===== src/rtl/ctrl_pkg.sv =====
`default_nettype none
// ============================================================================
// Module  : ctrl_pkg
// Brief   : Shared types and constants for the control unit: FSM state
//           encoding, opcodes, ALU selects and instruction field positions.
// Revision: 1.0 - initial release
// ============================================================================
package ctrl_pkg;

   // 4-bit FSM encoding, also exported on the State debug port
   typedef enum logic [3:0] {
      ST_INIT   = 4'd0,
      ST_FETCH  = 4'd1,
      ST_DECODE = 4'd2,
      ST_NOOP   = 4'd3,
      ST_LOAD_A = 4'd4,
      ST_LOAD_B = 4'd5,
      ST_STORE  = 4'd6,
      ST_ADD    = 4'd7,
      ST_SUB    = 4'd8,
      ST_HALT   = 4'd9
   } state_t;

   localparam logic [3:0] OP_NOOP  = 4'd0;
   localparam logic [3:0] OP_STORE = 4'd1;
   localparam logic [3:0] OP_LOAD  = 4'd2;
   localparam logic [3:0] OP_ADD   = 4'd3;
   localparam logic [3:0] OP_SUB   = 4'd4;
   localparam logic [3:0] OP_HALT  = 4'd5;

   localparam logic [2:0] ALU_ZERO = 3'd0;
   localparam logic [2:0] ALU_ADD  = 3'd1;
   localparam logic [2:0] ALU_SUB  = 3'd2;
   localparam logic [2:0] ALU_INC  = 3'd7;

   // Instruction field positions
   localparam int OPC_MSB   = 15;
   localparam int OPC_LSB   = 12;
   localparam int RA_MSB    = 11;
   localparam int RA_LSB    = 8;
   localparam int RB_MSB    = 7;
   localparam int RB_LSB    = 4;
   localparam int RW_MSB    = 3;
   localparam int RW_LSB    = 0;
   localparam int ST_DA_MSB = 7;   // STORE data address
   localparam int ST_DA_LSB = 0;
   localparam int LD_DA_MSB = 11;  // LOAD data address
   localparam int LD_DA_LSB = 4;

   // Execute state for an opcode; unassigned opcodes behave as NOOP
   function automatic state_t opcode_to_state(input logic [3:0] op);
      case (op)
         OP_STORE: return ST_STORE;
         OP_LOAD:  return ST_LOAD_A;
         OP_ADD:   return ST_ADD;
         OP_SUB:   return ST_SUB;
         OP_HALT:  return ST_HALT;
         default:  return ST_NOOP;
      endcase
   endfunction

endpackage
`default_nettype wire


===== src/rtl/pc_ir_reg.sv =====
`default_nettype none
// ============================================================================
// Module  : pc_ir_reg
// Brief   : Program counter (wrapping incrementer) and instruction register.
// Revision: 1.0 - initial release
// ============================================================================
module pc_ir_reg #(
   parameter int PC_W = 7
) (
   input  logic            Clk,
   input  logic            Reset_n,
   input  logic            ld,
   input  logic            up,
   input  logic [15:0]     IM_data,
   output logic [PC_W-1:0] PC,
   output logic [15:0]     IR
);

   logic [PC_W-1:0] pc_d, pc_q;
   logic [15:0]     ir_d, ir_q;

   // Next PC wraps naturally at 2^PC_W; IR captures the fetched word
   always_comb begin
      pc_d = pc_q;
      ir_d = ir_q;
      if (up) pc_d = pc_q + 1'b1;
      if (ld) ir_d = IM_data;
   end

   // PC/IR state, cleared asynchronously
   always_ff @(posedge Clk or negedge Reset_n) begin
      if (!Reset_n) begin
         pc_q <= '0;
         ir_q <= '0;
      end else begin
         pc_q <= pc_d;
         ir_q <= ir_d;
      end
   end

   assign PC = pc_q;
   assign IR = ir_q;

endmodule
`default_nettype wire


===== src/rtl/control_unit.sv =====
`default_nettype none
// ============================================================================
// Module  : control_unit
// Brief   : Fetch/decode/execute sequencer driving RF, ALU and data-memory
//           controls. Every control output is a flop, so nothing toggles
//           combinationally from IM_data.
// Revision: 1.0 - initial release
// ============================================================================
module control_unit
   import ctrl_pkg::*;
#(
   parameter int PC_W     = 7,
   parameter int D_ADDR_W = 8
) (
   input  logic                Clk,
   input  logic                Reset_n,
   input  logic [15:0]         IM_data,
   output logic [PC_W-1:0]     IM_Addr,
   output logic [15:0]         IR,
   output logic [D_ADDR_W-1:0] D_Addr,
   output logic                D_wr,
   output logic                RF_s,
   output logic                RF_W_en,
   output logic [3:0]          RF_W_Addr,
   output logic [3:0]          RF_Ra_Addr,
   output logic [3:0]          RF_Rb_Addr,
   output logic [2:0]          ALU_s0,
   output logic [3:0]          State
);

   state_t              state_d, state_q;
   logic                fetch_w;
   logic [PC_W-1:0]     pc_w;
   logic [15:0]         ir_w;
   logic [15:0]         ir_nx;

   logic [D_ADDR_W-1:0] d_addr_d, d_addr_q;
   logic                d_wr_d, d_wr_q;
   logic                rf_s_d, rf_s_q;
   logic                rf_w_en_d, rf_w_en_q;
   logic [3:0]          rf_w_addr_d, rf_w_addr_q;
   logic [3:0]          rf_ra_d, rf_ra_q;
   logic [3:0]          rf_rb_d, rf_rb_q;
   logic [2:0]          alu_s0_d, alu_s0_q;

   assign fetch_w = (state_q == ST_FETCH);

   pc_ir_reg #(.PC_W(PC_W)) u_pc_ir (
      .Clk     (Clk),
      .Reset_n (Reset_n),
      .ld      (fetch_w),
      .up      (fetch_w),
      .IM_data (IM_data),
      .PC      (pc_w),
      .IR      (ir_w)
   );

   // IR contents as they will be after this edge; outputs are registered
   // one cycle ahead, so DECODE lookahead needs the word being fetched now
   assign ir_nx = fetch_w ? IM_data : ir_w;

   // Next-state sequencing
   always_comb begin
      state_d = state_q;
      case (state_q)
         ST_INIT:   state_d = ST_FETCH;
         ST_FETCH:  state_d = ST_DECODE;
         ST_DECODE: state_d = opcode_to_state(ir_w[OPC_MSB:OPC_LSB]);
         ST_LOAD_A: state_d = ST_LOAD_B;
         ST_HALT:   state_d = ST_HALT;
         default:   state_d = ST_FETCH;
      endcase
   end

   // Control values for the state being entered
   always_comb begin
      d_addr_d    = '0;
      d_wr_d      = 1'b0;
      rf_s_d      = 1'b0;
      rf_w_en_d   = 1'b0;
      rf_w_addr_d = '0;
      rf_ra_d     = '0;
      rf_rb_d     = '0;
      alu_s0_d    = ALU_ZERO;
      case (state_d)
         ST_DECODE: begin
            case (ir_nx[OPC_MSB:OPC_LSB])
               OP_STORE: begin
                  d_addr_d = D_ADDR_W'(ir_nx[ST_DA_MSB:ST_DA_LSB]);
                  rf_ra_d  = ir_nx[RA_MSB:RA_LSB];
               end
               OP_LOAD: begin
                  d_addr_d    = D_ADDR_W'(ir_nx[LD_DA_MSB:LD_DA_LSB]);
                  rf_w_addr_d = ir_nx[RW_MSB:RW_LSB];
               end
               OP_ADD, OP_SUB: begin
                  rf_ra_d     = ir_nx[RA_MSB:RA_LSB];
                  rf_rb_d     = ir_nx[RB_MSB:RB_LSB];
                  rf_w_addr_d = ir_nx[RW_MSB:RW_LSB];
               end
               default: ;
            endcase
         end
         ST_STORE: begin
            d_addr_d = D_ADDR_W'(ir_nx[ST_DA_MSB:ST_DA_LSB]);
            rf_ra_d  = ir_nx[RA_MSB:RA_LSB];
            d_wr_d   = 1'b1;
         end
         ST_LOAD_A: begin
            d_addr_d = D_ADDR_W'(ir_nx[LD_DA_MSB:LD_DA_LSB]);
            rf_s_d   = 1'b1;
         end
         ST_LOAD_B: begin
            d_addr_d    = D_ADDR_W'(ir_nx[LD_DA_MSB:LD_DA_LSB]);
            rf_s_d      = 1'b1;
            rf_w_addr_d = ir_nx[RW_MSB:RW_LSB];
            rf_w_en_d   = 1'b1;
         end
         ST_ADD, ST_SUB: begin
            rf_ra_d     = ir_nx[RA_MSB:RA_LSB];
            rf_rb_d     = ir_nx[RB_MSB:RB_LSB];
            rf_w_addr_d = ir_nx[RW_MSB:RW_LSB];
            rf_w_en_d   = 1'b1;
            alu_s0_d    = (state_d == ST_ADD) ? ALU_ADD : ALU_SUB;
         end
         default: ;
      endcase
   end

   // FSM state and registered outputs; async reset drops strobes at once
   always_ff @(posedge Clk or negedge Reset_n) begin
      if (!Reset_n) begin
         state_q     <= ST_INIT;
         d_addr_q    <= '0;
         d_wr_q      <= 1'b0;
         rf_s_q      <= 1'b0;
         rf_w_en_q   <= 1'b0;
         rf_w_addr_q <= '0;
         rf_ra_q     <= '0;
         rf_rb_q     <= '0;
         alu_s0_q    <= ALU_ZERO;
      end else begin
         state_q     <= state_d;
         d_addr_q    <= d_addr_d;
         d_wr_q      <= d_wr_d;
         rf_s_q      <= rf_s_d;
         rf_w_en_q   <= rf_w_en_d;
         rf_w_addr_q <= rf_w_addr_d;
         rf_ra_q     <= rf_ra_d;
         rf_rb_q     <= rf_rb_d;
         alu_s0_q    <= alu_s0_d;
      end
   end

   assign IM_Addr    = pc_w;
   assign IR         = ir_w;
   assign State      = state_q;
   assign D_Addr     = d_addr_q;
   assign D_wr       = d_wr_q;
   assign RF_s       = rf_s_q;
   assign RF_W_en    = rf_w_en_q;
   assign RF_W_Addr  = rf_w_addr_q;
   assign RF_Ra_Addr = rf_ra_q;
   assign RF_Rb_Addr = rf_rb_q;
   assign ALU_s0     = alu_s0_q;

endmodule
`default_nettype wire


===== config.mk =====
export PLATFORM = sky130hd
export DESIGN_NAME = control_unit
export DESIGN_NICKNAME = d
export VERILOG_FILES = /design/src/rtl/ctrl_pkg.sv /design/src/rtl/pc_ir_reg.sv /design/src/rtl/control_unit.sv
export SDC_FILE = /design/constraint.sdc
export NUM_CORES = 1
export LEC_CHECK = 0
export CORE_UTILIZATION = 45
export DETAILED_ROUTE_END_ITERATION = 8
export PLACE_DENSITY_LB_ADDON = 0.25
export SETUP_SLACK_MARGIN = 0.05
export SYNTH_ARGS = -nofsm -noshare
export SYNTH_HDL_FRONTEND = slang
export SYNTH_SLANG_ARGS = --single-unit

===== constraint.sdc =====
create_clock -name Clk -period 2.68 [get_ports Clk]
set_clock_uncertainty 0.2 [all_clocks]
set_input_delay 0.268 -clock Clk [delete_from_list [all_inputs] [get_ports Clk]]
set_output_delay 0.268 -clock Clk [all_outputs]
set_load 0.1 [all_outputs]

* Word level (Yosys, flattened, before mapping)
Index checks and enable logic that the tools add are counted. Widths: inputs -> output; s select.
Word-level totals: input port bits 18, register bits 53, word-level logic and storage cells 54, output and inout port bits 53
Cells by class: reduce and logical (&&, ||, !) cells 7, equal/unequal tests 19, add/sub/neg operators 1, multiplexer cells 16
Operators by type and width (count):
- $eq 4x3->1 const B | 8
- $eq 4x2->1 const B | 6
- $pmux 4 s2 | 3
- $pmux 8 s3 | 1
- $pmux 4 s5 | 1
- $mux 16 | 1
- $pmux 4 s4 | 1
- $pmux 8 s2 | 1
- $eq 4x1->1 const B | 3
- $mux 4 | 3
- $reduce_or 3->1 | 4
- $eq 4x4->1 const B | 2
- $add 7x1->7 const B | 1
- $reduce_or 2->1 | 3
- $mux 2 | 2
- $mux 1 | 3

* Longest topological paths before layout
word-level depth 6, mapped depth 6, gate-level depth less buffers 5

* Cells and area by module
A second synthesis with hierarchy kept.
Second synthesis, totals: cell total of the unflattened synthesis 187, area total of the unflattened synthesis 2329.7 µm²
Modules (own cells, without submodules):
- control_unit | seq. area each 725.7 µm², area an instance 1443.9 µm², cells each 131, instances 1
- pc_ir_reg | seq. area each 575.6 µm², area an instance 885.8 µm², cells each 56, instances 1

* Worst setup path after synthesis
No wires, ideal clock.
path type reg2reg, start point reg state_q[0] (netlist: State[0]), end point reg d_addr_q[4] (netlist: D_Addr[4]), setup slack 0.081 ns, data required time 2.343 ns, setup time 0.137 ns, clock period less this slack 2.599 ns, cell stages (with the launch flop) 5, path buffers 1, arrival time 2.263 ns, cells stage by stage dfrtp_1 nor4b_4 buf_2 mux2i_1 o22ai_1
Between the ends: cells in the longest elaborated chain, start to end 5, elaborated cells between the ends (all ways) 15, those cells by class eq/ne: 10; mux: 4; reduce/logical: 1
RTL lines:
- from (decl) | line control_unit.sv:31 | state_t state_d, state_q;
- from (signal assigned) | line control_unit.sv:143 | state_q <= state_d;
- $eq 4x4->1, or another cell as far along | line control_unit.sv:65 | case (state_q)
- $pmux 4 s4 or $mux 16 (tied branches)
- $eq 4x3->1, or another cell as far along | line control_unit.sv:85 | case (state_d)
- $reduce_or 2->1 (no source line) or $pmux 8 s2 (tied branches)
- $pmux 8 s3 (*) | line control_unit.sv:85
- net d_addr_d[4] | line control_unit.sv:37 | logic [D_ADDR_W-1:0] d_addr_d, d_addr_q;
- to (signal assigned) | line control_unit.sv:144 | d_addr_q <= d_addr_d;
- to (decl) | line control_unit.sv:37
The timed path passes the listed nets; every way through them passes the cells marked *. A chain may end at the register's enable or synchronous reset.

* Worst setup path after layout
start point reg state_q[3] (netlist: State[3]), end point reg rf_ra_q[3] (netlist: RF_Ra_Addr[3])
Between the ends: cells in the longest elaborated chain, start to end 6, elaborated cells between the ends (all ways) 17, those cells by class eq/ne: 11; mux: 4; reduce/logical: 2
RTL lines:
- $eq 4x1->1 | line control_unit.sv:46, control_unit.sv:65
- $mux 16
- $eq 4x2->1, or another cell as far along | line control_unit.sv:87 | case (ir_nx[OPC_MSB:OPC_LSB])
- $reduce_or 3->1 (no source line)
- $mux 4 | line control_unit.sv:87
- $pmux 4 s2 (*) | line control_unit.sv:85
- net rf_ra_d[3] | line control_unit.sv:42 | logic [3:0] rf_ra_d, rf_ra_q;
- to (signal assigned) | line control_unit.sv:149 | rf_ra_q <= rf_ra_d;
- to (decl) | line control_unit.sv:42
Marks and branches as above.

==> results_dict.tcl <==
set metrics [dict create \
    synth_most_common_cell "sky130_fd_sc_hd__dfrtp_1" \
    die_w_um 71.5 \
    report.final.slew_viol_count 0 \
    fin_util_pct 64.4 \
    finalCritPeriodShare_pct 81.4 \
    slew_at_the_pin_closest_to_its_max_slew_limit_ns 0.557 \
    critPathArrivalTime_ns 2.22 \
    grt_antenna_before_repair 0 \
    viasPerCell 5.13 \
    final_nets 278 \
    grt_first_pass_wirelength_mm 7.48 \
    timing_hold_violations_final 0 \
    synth_area_mm2 0.00218 \
    cp_slowest_stage_delay_ns 0.53 \
    result_of_the_run "complete, no violations" \
    cts_tree "yes" \
    start_util_pct 48.3 \
    clkLatencyLatePin_ns 0.30 \
    synthesis.nets 204 \
    htree_num_levels 2 \
    globalRouteOverflowTotal 0 \
    regArea_mm2 0.00130 \
    ant_nets 0 \
    layout-area-overhead-vs-synth_pct 33.3 \
    detailed_place_hpwl_mm 3.37 \
    number_of_warnings_printed_during_yosys_synthesis 0 \
    critical_path.reg2reg.endpoint "RF_Ra_Addr[3]" \
    synth_top_area_share_pct 59.8 \
    startpoint "State[3]" \
    synth_top_flop_cell "sky130_fd_sc_hd__dfrtp_1" \
    drt_first_iter_violations 67 \
    cell_taking_the_most_area_after_synthesis "sky130_fd_sc_hd__dfrtp_1" \
    post_drt_wl_per_cell_um 14.7 \
    timing.final.crit_period_ns 2.18 \
    setup-tns-final_ns 0 \
    core_mm2 0.00450 \
    diodes 0 \
    ff2ff_path_depth 6 \
    worst-endpoint-required_ns 2.72 \
    multi_input_comb_area_um2 778 \
    detailroute.via_count 1601 \
    drc_errors 0 \
    max_clock_freq_mhz 458 \
    worst_slew_margin_rel_pct 62.7 \
    grt_setup_unrepaired "no" \
    drive_gt1_share_pct 30.0 \
    synthDistinctLibCells 47 \
    grt_use_total_pct 19.2 \
    top_fanout_value_on_the_critical_path 24 \
    max_cap_violations 0 \
    gp_congestion 0.747 \
    critical_path.cell_chain "nor4b_4 > buf_4 > a32oi_1 > a21boi_1 > nor3_1 > nor2_1" \
    resized_after_cts 0 \
    die_area_mm2 0.00512 \
    max-clock-path-buffers 2 \
    wirelength_mm 4.60 \
    syn_inst 185 \
    worst-r2r-setup-slack_ns 0.50 \
    drt_pass1_iterations 4 \
    std_cell_rows 24 \
    synth.cells.most_frequent "52 x sky130_fd_sc_hd__dfrtp_1, 20 x sky130_fd_sc_hd__nand2_1, 19 x sky130_fd_sc_hd__nor2_1" \
    cp_slowest_cell "sky130_fd_sc_hd__dfrtp_1" \
    crit_path_end_kind "register" \
    synth-edff-count 0 \
    vert_die_dim_um 71.5 \
    filler_cell_count 375 \
    timing.critical_path.from_type "register" \
    vias_in_the_first_global_route 1546 \
    ys_seq_area_share_pct 59.8 \
    cts_setup_buffers 0 \
    share_of_synthesized_registers_carrying_an_async_set_or_reset_pct 100 \
    crit_end "RF_Ra_Addr[3]" \
    r2r-start "State[3]" \
    ys_seq_elements 52 \
    worst_setup_hold_path_clk_slew_ns 0.09 \
    tritoncts.num_buffers 5 \
    syn_avg_cell_area_um2 11.8 \
    setup.worst_path.class "reg2reg" \
    clock_tree.root_cell "sky130_fd_sc_hd__clkbuf_8" \
    min-delay-path-class "in2async" \
    grt_start_max_net_pins 27 \
    top_level_ports 71 \
    setup_violations 0 \
    clock_sink_count 52 \
    port-buffer-count 69 \
    synth.top_cells.by_area "sky130_fd_sc_hd__dfrtp_1 60%, sky130_fd_sc_hd__mux2i_1 5.5%, sky130_fd_sc_hd__nand2_1 3.5%, sky130_fd_sc_hd__nor2_1 3.3%, sky130_fd_sc_hd__inv_1 2.6%" \
]
[through the flow]
stage               hold WS (ns)  cell area [µm²]  instances  setup WS [ns]
floorplan                 -0.228             2180        185         0.0806
global route               0.190             2900        312          0.264
CTS                        0.181             2900        312          0.491
global placement         -0.0372             2780        303          0.544
finish                     0.174             2900        312          0.498
detailed placement       -0.0303             2780        303          0.507
[layout by cell type (no fill, tap or decap), types with 2 or more instances in the layout]
cell / netlist / final
sky130_fd_sc_hd__a211oi_1: 2 / 2
sky130_fd_sc_hd__a21oi_1: 2 / 2
sky130_fd_sc_hd__and3_1: 2 / 2
sky130_fd_sc_hd__buf_4: 2 / 55
sky130_fd_sc_hd__clkbuf_8: 0 / 5
sky130_fd_sc_hd__clkdlybuf4s50_1: 0 / 16
sky130_fd_sc_hd__dfrtp_1: 52 / 52
sky130_fd_sc_hd__inv_1: 15 / 15
sky130_fd_sc_hd__mux2i_1: 12 / 12
sky130_fd_sc_hd__nand2_1: 20 / 20
sky130_fd_sc_hd__nand2b_1: 4 / 4
sky130_fd_sc_hd__nand4_1: 2 / 2
sky130_fd_sc_hd__nor2_1: 19 / 19
sky130_fd_sc_hd__nor2b_1: 2 / 2
sky130_fd_sc_hd__nor3_1: 3 / 3
sky130_fd_sc_hd__o21ai_0: 2 / 2
sky130_fd_sc_hd__o22ai_1: 8 / 8
sky130_fd_sc_hd__xnor2_1: 6 / 6
[metal layers]
metal	track usage (%)	vias to the layer above	part of all wire [%]	wire, µm
met2	30.3	58	49	2240
met4	5.88	0	1.0	48
li1	-	768	-	-
met3	5.91	6	6.6	305
met1	25.8	769	44	2000
met5	0	-	0	0
[sequential cells by signal, summed over array words and instances (netlist names), 2 cells and up]
| register | flops |
|---|---|
| ALU_s0 | 2 |
| D_Addr | 8 |
| RF_Ra_Addr | 4 |
| RF_Rb_Addr | 4 |
| RF_W_Addr | 4 |
| State | 4 |
| u_pc_ir.IR | 16 |
| u_pc_ir.PC | 7 |
[logic make-up after synthesis]
family | synth area share (%)
fa+ha+maj | 0.575
xor+xnor | 2.42
simple gates | 18.7
buf+inv | 4.43
flops | 59.8
other cells | 0.172
mux | 6.67
compound gates | 7.25
[final cells by class]
type / count / share of cell area [%]
Sequential cell: 52 / 44.9
Clock buffer: 6 / 2.50
Tap cell: 52 / 2.24
Multi-Input combinational cell: 112 / 26.8
Timing Repair Buffer: 73 / 20.3
Clock inverter: 2 / 1.34
Inverter: 15 / 1.94
[worst min-delay path by stage]
stage               startpoint            end  slack, ns  cells past startpoint
detailed placement     Reset_n  u_pc_ir.IR[3]      -0.03                      1
global placement       Reset_n  u_pc_ir.IR[0]      -0.04                      1
CTS                    Reset_n      D_Addr[5]       0.18                      2
floorplan              Reset_n      ALU_s0[0]      -0.23                      0
global route           Reset_n      D_Addr[5]       0.19                      2
finish                 Reset_n      D_Addr[5]       0.17                      2
[worst max-delay path: cells and delay by family, from the launching register on]
kind | cells | cell delay (ns)
buffers and inverters | 1 | 0.35
DFF | 1 | 0.53
and+or+nand+nor | 3 | 0.60
AOI/OAI and AO/OA | 2 | 0.42
[timing repair]
item                                    in CTS  in global routing
hold buffers                                 1                  0
hold endpoints to repair                    26                  0
endpoints found under the setup margin       0                  0
Power is not shown: default switching activity piles up to over one toggle a cycle in this logic, so the estimate is an artifact.
